File: src/rtl/knn_sequencer.sv
// Control stage ahead of the knn pipeline: streams every training sample against each
// test sample from two 1-cycle-latency memories, captures results and keeps accuracy counts.
module knn_sequencer #(
  parameter int ADDR_W   = 8,
  parameter int DATA_W   = 32,
  parameter int LABEL_W  = 2,
  parameter int WAIT_MAX = 64
) (
  input  logic                        clk,
  input  logic                        rst,
  input  logic                        start,
  input  logic [ADDR_W-1:0]           train_size,
  input  logic [ADDR_W-1:0]           test_size,
  output logic [ADDR_W-1:0]           train_addr,
  input  logic [DATA_W+LABEL_W-1:0]   train_rdata,
  output logic [ADDR_W-1:0]           test_addr,
  input  logic [DATA_W+LABEL_W-1:0]   test_rdata,
  output logic                        knn_rst,
  output logic                        knn_vld,
  output logic [DATA_W-1:0]           knn_test_data,
  output logic [DATA_W-1:0]           knn_train_data,
  output logic [LABEL_W-1:0]          knn_label,
  output logic [ADDR_W-1:0]           knn_index,
  input  logic [LABEL_W-1:0]          knn_res,
  input  logic                        knn_res_vld,
  output logic                        res_wr,
  output logic [ADDR_W-1:0]           res_addr,
  output logic [LABEL_W-1:0]          res_label,
  output logic                        res_correct,
  output logic                        busy,
  output logic                        done,
  output logic                        err,
  output logic [ADDR_W-1:0]           n_correct,
  output logic [ADDR_W-1:0]           n_all
);

  localparam int WORD_W = DATA_W + LABEL_W;
  localparam int WAIT_W = $clog2(WAIT_MAX + 1);
  localparam logic [ADDR_W-1:0] ADDR_ONE  = ADDR_W'(1);
  localparam logic [WAIT_W-1:0] WAIT_LAST = WAIT_W'(WAIT_MAX);

  typedef enum logic [2:0] {IDLE, LOAD, STREAM, DRAIN, NEXT, DONE} state_t;

  state_t              state, state_nxt;
  logic [ADDR_W-1:0]   n_train, n_test, t_idx, k_idx;
  logic [WAIT_W-1:0]   wait_cnt;
  logic [LABEL_W-1:0]  act_label;
  logic                timeout;

  always_comb begin
    // NOTE: every output gets a default before the case so no path leaves it unassigned (no latch).
    state_nxt      = state;
    train_addr     = '0;
    test_addr      = '0;
    knn_rst        = 1'b0;
    knn_vld        = 1'b0;
    knn_test_data  = '0;
    knn_train_data = '0;
    knn_label      = '0;
    knn_index      = '0;
    res_wr         = 1'b0;
    res_addr       = '0;
    res_label      = '0;
    res_correct    = 1'b0;
    done           = 1'b0;
    timeout        = 1'b0;
    busy           = (state != IDLE);
    case (state)
      IDLE: begin
        knn_rst = 1'b1;
        if (start)
          state_nxt = (train_size == '0 || test_size == '0) ? DONE : LOAD;
      end
      LOAD: begin
        knn_rst   = 1'b1;
        test_addr = t_idx;
        state_nxt = STREAM;
      end
      STREAM: begin
        // Address k+1 is issued now so its data lands exactly when k advances.
        test_addr      = t_idx;
        train_addr     = k_idx + ADDR_ONE;
        knn_vld        = 1'b1;
        knn_index      = k_idx;
        knn_train_data = train_rdata[DATA_W-1:0];
        knn_label      = train_rdata[WORD_W-1:DATA_W];
        knn_test_data  = test_rdata[DATA_W-1:0];
        if (k_idx == n_train - ADDR_ONE)
          state_nxt = DRAIN;
      end
      DRAIN: begin
        if (knn_res_vld) begin
          res_wr      = 1'b1;
          res_addr    = t_idx;
          res_label   = knn_res;
          res_correct = (knn_res == act_label);
          state_nxt   = NEXT;
        end else if (wait_cnt == WAIT_LAST) begin
          res_wr    = 1'b1;
          res_addr  = t_idx;
          timeout   = 1'b1;
          state_nxt = NEXT;
        end
      end
      NEXT: begin
        knn_rst   = 1'b1;
        state_nxt = (t_idx == n_test - ADDR_ONE) ? DONE : LOAD;
      end
      DONE: begin
        knn_rst   = 1'b1;
        done      = 1'b1;
        state_nxt = IDLE;
      end
      default: begin
        knn_rst   = 1'b1;
        state_nxt = IDLE;
      end
    endcase
  end

  always_ff @(posedge clk) begin
    if (rst) begin
      state     <= IDLE;
      n_train   <= '0;
      n_test    <= '0;
      t_idx     <= '0;
      k_idx     <= '0;
      wait_cnt  <= '0;
      act_label <= '0;
      n_correct <= '0;
      n_all     <= '0;
      err       <= 1'b0;
    end else begin
      state <= state_nxt;
      case (state)
        IDLE: begin
          if (start) begin
            n_train   <= train_size;
            n_test    <= test_size;
            n_correct <= '0;
            n_all     <= '0;
            err       <= 1'b0;
            t_idx     <= '0;
          end
        end
        LOAD: k_idx <= '0;
        STREAM: begin
          k_idx    <= k_idx + ADDR_ONE;
          wait_cnt <= '0;
          if (k_idx == '0)
            act_label <= test_rdata[WORD_W-1:DATA_W];
        end
        DRAIN: begin
          wait_cnt <= wait_cnt + WAIT_W'(1);
          if (res_wr) begin
            n_all <= n_all + ADDR_ONE;
            if (res_correct)
              n_correct <= n_correct + ADDR_ONE;
          end
          if (timeout)
            err <= 1'b1;
        end
        NEXT: begin
          if (state_nxt == LOAD)
            t_idx <= t_idx + ADDR_ONE;
        end
        default: ;
      endcase
      // A result strobe outside DRAIN is a protocol error; it overrides the clear on start.
      if (knn_res_vld && state != DRAIN)
        err <= 1'b1;
    end
  end

endmodule

File: config.mk
export PLATFORM = sky130hd
export DESIGN_NAME = knn_sequencer
export DESIGN_NICKNAME = d
export VERILOG_FILES = /design/src/rtl/knn_sequencer.sv
export SDC_FILE = /design/constraint.sdc
export NUM_CORES = 1
export LEC_CHECK = 0
export ABC_AREA = 1
export BUFFER_PORTS_ARGS = -buffer_cell sky130_fd_sc_hd__buf_4
export CORE_MARGIN = 3
export CORE_UTILIZATION = 50
export DETAILED_ROUTE_END_ITERATION = 8
export PLACE_DENSITY = 0.86
export SLEW_MARGIN = 20
export SYNTH_ARGS = -nofsm -noshare
export SYNTH_HDL_FRONTEND = slang
export SYNTH_SLANG_ARGS = --single-unit
File: constraint.sdc
create_clock -name clk -period 4.5 [get_ports clk]
set_clock_uncertainty 0.15 [all_clocks]
set_input_delay 0.675 -clock clk [delete_from_list [all_inputs] [get_ports clk]]
set_output_delay 0.675 -clock clk [all_outputs]
set_load 0.005 [all_outputs]
==> run metrics <==
die width 95.9 um; worst r2r dst n_all[5]$_SDFFE_PP0P_; via/cell ratio 4.96; Detail Placement HPWL 10.4 mm; r2r setup slk 1.82 ns; GRT Overall Usage 0.267; critical path's slowest cell buf_4; CTS Buffer Depth 2; Critical Path Sink Type output port; Seq/Total Area, Yosys 0.302; DRC 0; number of I/O pins 213; CTS sink cnt 61; DR vias between 4000 and 5000; number of detailed-route iterations in the first pass 5; distinct cell type count after synthesis 31; fmax 335 MHz; GRT overflow 0; Reg2Reg Depth 11; Req. time, crit path 3.67 ns; setup TNS 0 ns; CTS tree yes; hold buffers post-CTS 0; Hold Path Class flip-flop to flip-flop; DRT antenna net count 0; CTS clk-pin slew, worst paths 0.06 ns; final setup fails 0; period utilisation layout 0.663; H-tree depth 3; Startpoint Class flip-flop; crit path time final ~3 ns; leakage 0.00314 uW; Chip Height roughly 96 um; CP startpoint state[2]$_SDFF_PP0_; Pwr Total 1460 uW; final-layout fill cell count 615; commonest non-fill, non-tap cells in the layout 213 x buf_4, 146 x inv_1, 142 x nor2_1; min-delay src n_train[7]$_SDFFE_PP0P_; cell count after synthesis 663; initial antenna violation count 0; Hold Crit Endpoint n_train[7]$_SDFFE_PP0P_; GP Congestion 0.869; Synth Register Bits 61; slowest stage delay, CP 0.57 ns; Routed wire per std cell 13.1 um; Crit Path Class flip-flop to output port; CTS resizes 0; syn_area_per_cell 6.10 um2; Worst Path Max Fanout 63; Clock Latency Late Sink 0.34 ns; area of the multi-input gates 0.00218 mm2; R2R Path Start state[1]$_SDFF_PP0_; critical path arrival 2.16 ns; Worst Slack Setup Final about 1.5 ns; TritonCTS buffer count 9; RSZ-0062 raised after global routing false; cell mode on critical path buf_4; Worst Hold Path Cells 2; Post-CTS Setup Bufs 0; initial DRC count 146; Reg area 0.00122 mm2; Core Rows 32; outcome finished clean; global-route wire length before repair roughly 19 mm; Place WS 1.86 ns; Yosys warning count 0; Cell Chain, Critical Path inv_1, nand3_2, buf_4, nor2_1, buf_4; Root Driver clkbuf_8; WP buf/inv 3; Mapped Area 0.00404 mm2; Top delay family on crit path buffers and inverters; Post-Route WL ~13 mm; layout cell share with drive strength beyond 1 0.285; I/O Buffers between 200 and 250; vias in the first global route 4361; Area Growth Syn to Fin 46.1%; Slew headroom 0.406; max cap viols 0; PwrDens 247 mW/mm2; post-synth net total 762; Worst-Margin Slew 0.889 ns; nets 968; Std-Cell Core Area 0.00781 mm2; largest net degree at the start of global routing 64; diode count 0; Peak VDD IR 256 uV; Fin. Hold Viols 0; commonest non-fill, non-tap cell in the layout buf_4; initial core utilization 0.518; overall die area 0.00920 mm2; max-slew violations 0
## cell families (layout without fill, tap and decap cells)
logic type / count (synthesis) / in the layout / synth area share
buffers and inverters: 169 / 380 / 0.159
adder cells (fa/ha/maj): 9 / 9 / 0.0278
XOR/XNOR: 30 / 30 / 0.0650
AND/OR/NAND/NOR: 307 / 307 / 0.330
AO/OA/AOI/OAI: 87 / 87 / 0.115
flip-flops: 61 / 61 / 0.302
## registers in the layout, indices dropped and copies added, names as in the netlist
name / flops
n_train: 8
n_test: 8
n_all: 8
state: 3
t_idx: 8
wait_cnt: 7
err: 1
act_label: 2
k_idx: 8
n_correct: 8
## where the power goes
| group | total [uW] | internal (uW) | switching [uW] |
|---|---|---|---|
| Combinational | 373 | 167 | 206 |
| Clock | 507 | 298 | 209 |
| Sequential | 578 | 561 | 17.3 |
| Total | 1460 | 1030 | 432 |
## worst max-delay path by stage
| stage | to | slack [ns] | depth (start not counted) |
|---|---|---|---|
| final | knn_test_data[28] | 1.52 | 5 |
| after global routing | test_addr[1] | 1.31 | 6 |
| after CTS | knn_test_data[28] | 1.50 | 5 |
| after detailed placement | knn_test_data[28] | 1.86 | 5 |
| after global placement | knn_test_data[28] | 1.93 | 5 |
| after floorplan | knn_index[0] | 2.29 | 6 |
## layer usage
| layer | GRT usage | wire length [um] | vias up |
|---|---|---|---|
| met5 | 0 | 0 | - |
| met4 | 0.145 | 520 | 0 |
| met3 | 0.0586 | 1040 | 41 |
| met2 | 0.499 | 6540 | 180 |
| met1 | 0.275 | 4700 | 2168 |
| li1 | - | - | 2450 |
## final cells by class
type | instances | area share
clock buffer | 12 | 0.0280
clock inverter | 4 | 0.00762
inverter | 151 | 0.0959
multi-input combinational | 433 | 0.370
sequential | 61 | 0.207
tap | 102 | 0.0216
timing repair buffer | 213 | 0.271
## stage by stage
stage | utilization | cells | cell area [um2] | hold WS (ns)
4_1_cts | 0.757 | 976 | 5910 | 0.328
3_5_place_dp | 0.730 | 960 | 5700 | 0.321
2_1_floorplan | - | 663 | 4040 | 0.298
6_report | 0.757 | 976 | 5910 | 0.325
5_1_grt | 0.757 | 976 | 5910 | 0.344
3_3_place_gp | 0.730 | 960 | 5700 | 0.313
## cells in the mapped netlist
cell	number	area (um2)
a21oi_1	48	240
a221oi_1	2	17.5
a31oi_1	4	25.0
and3_1	2	12.5
buf_2	8	40.0
clkbuf_1	10	37.5
clkinv_1	1	3.75
dfxtp_1	61	1220
ha_1	9	113
inv_1	146	548
inv_2	4	15.0
nand2_1	83	312
nand2_2	5	31.3
nand3_1	33	165
nand3_2	2	20.0
nand4_1	12	75.1
nor2_1	142	533
nor2_2	3	18.8
nor2_4	3	33.8
nor3_1	13	65.1
nor3_4	1	16.3
nor3b_1	3	22.5
nor4_1	5	31.3
o211ai_1	1	7.51
o21a_1	3	22.5
o21ai_0	25	125
o21ai_1	2	10.0
o221a_2	1	11.3
o31ai_1	1	7.51
xnor2_1	11	96.3
xor2_1	19	166
## worst reg2reg max path: cells and delay by family (launching register included)
| kind | cells | cell delay, ns |
|---|---|---|
| and+or+nand+nor | 8 | 1.70 |
| DFF | 1 | 0.35 |
| buffers and inverters | 2 | 0.19 |
| xor gates and xnor gates | 1 | 0.18 |
Power figures use the tool's default switching activity.
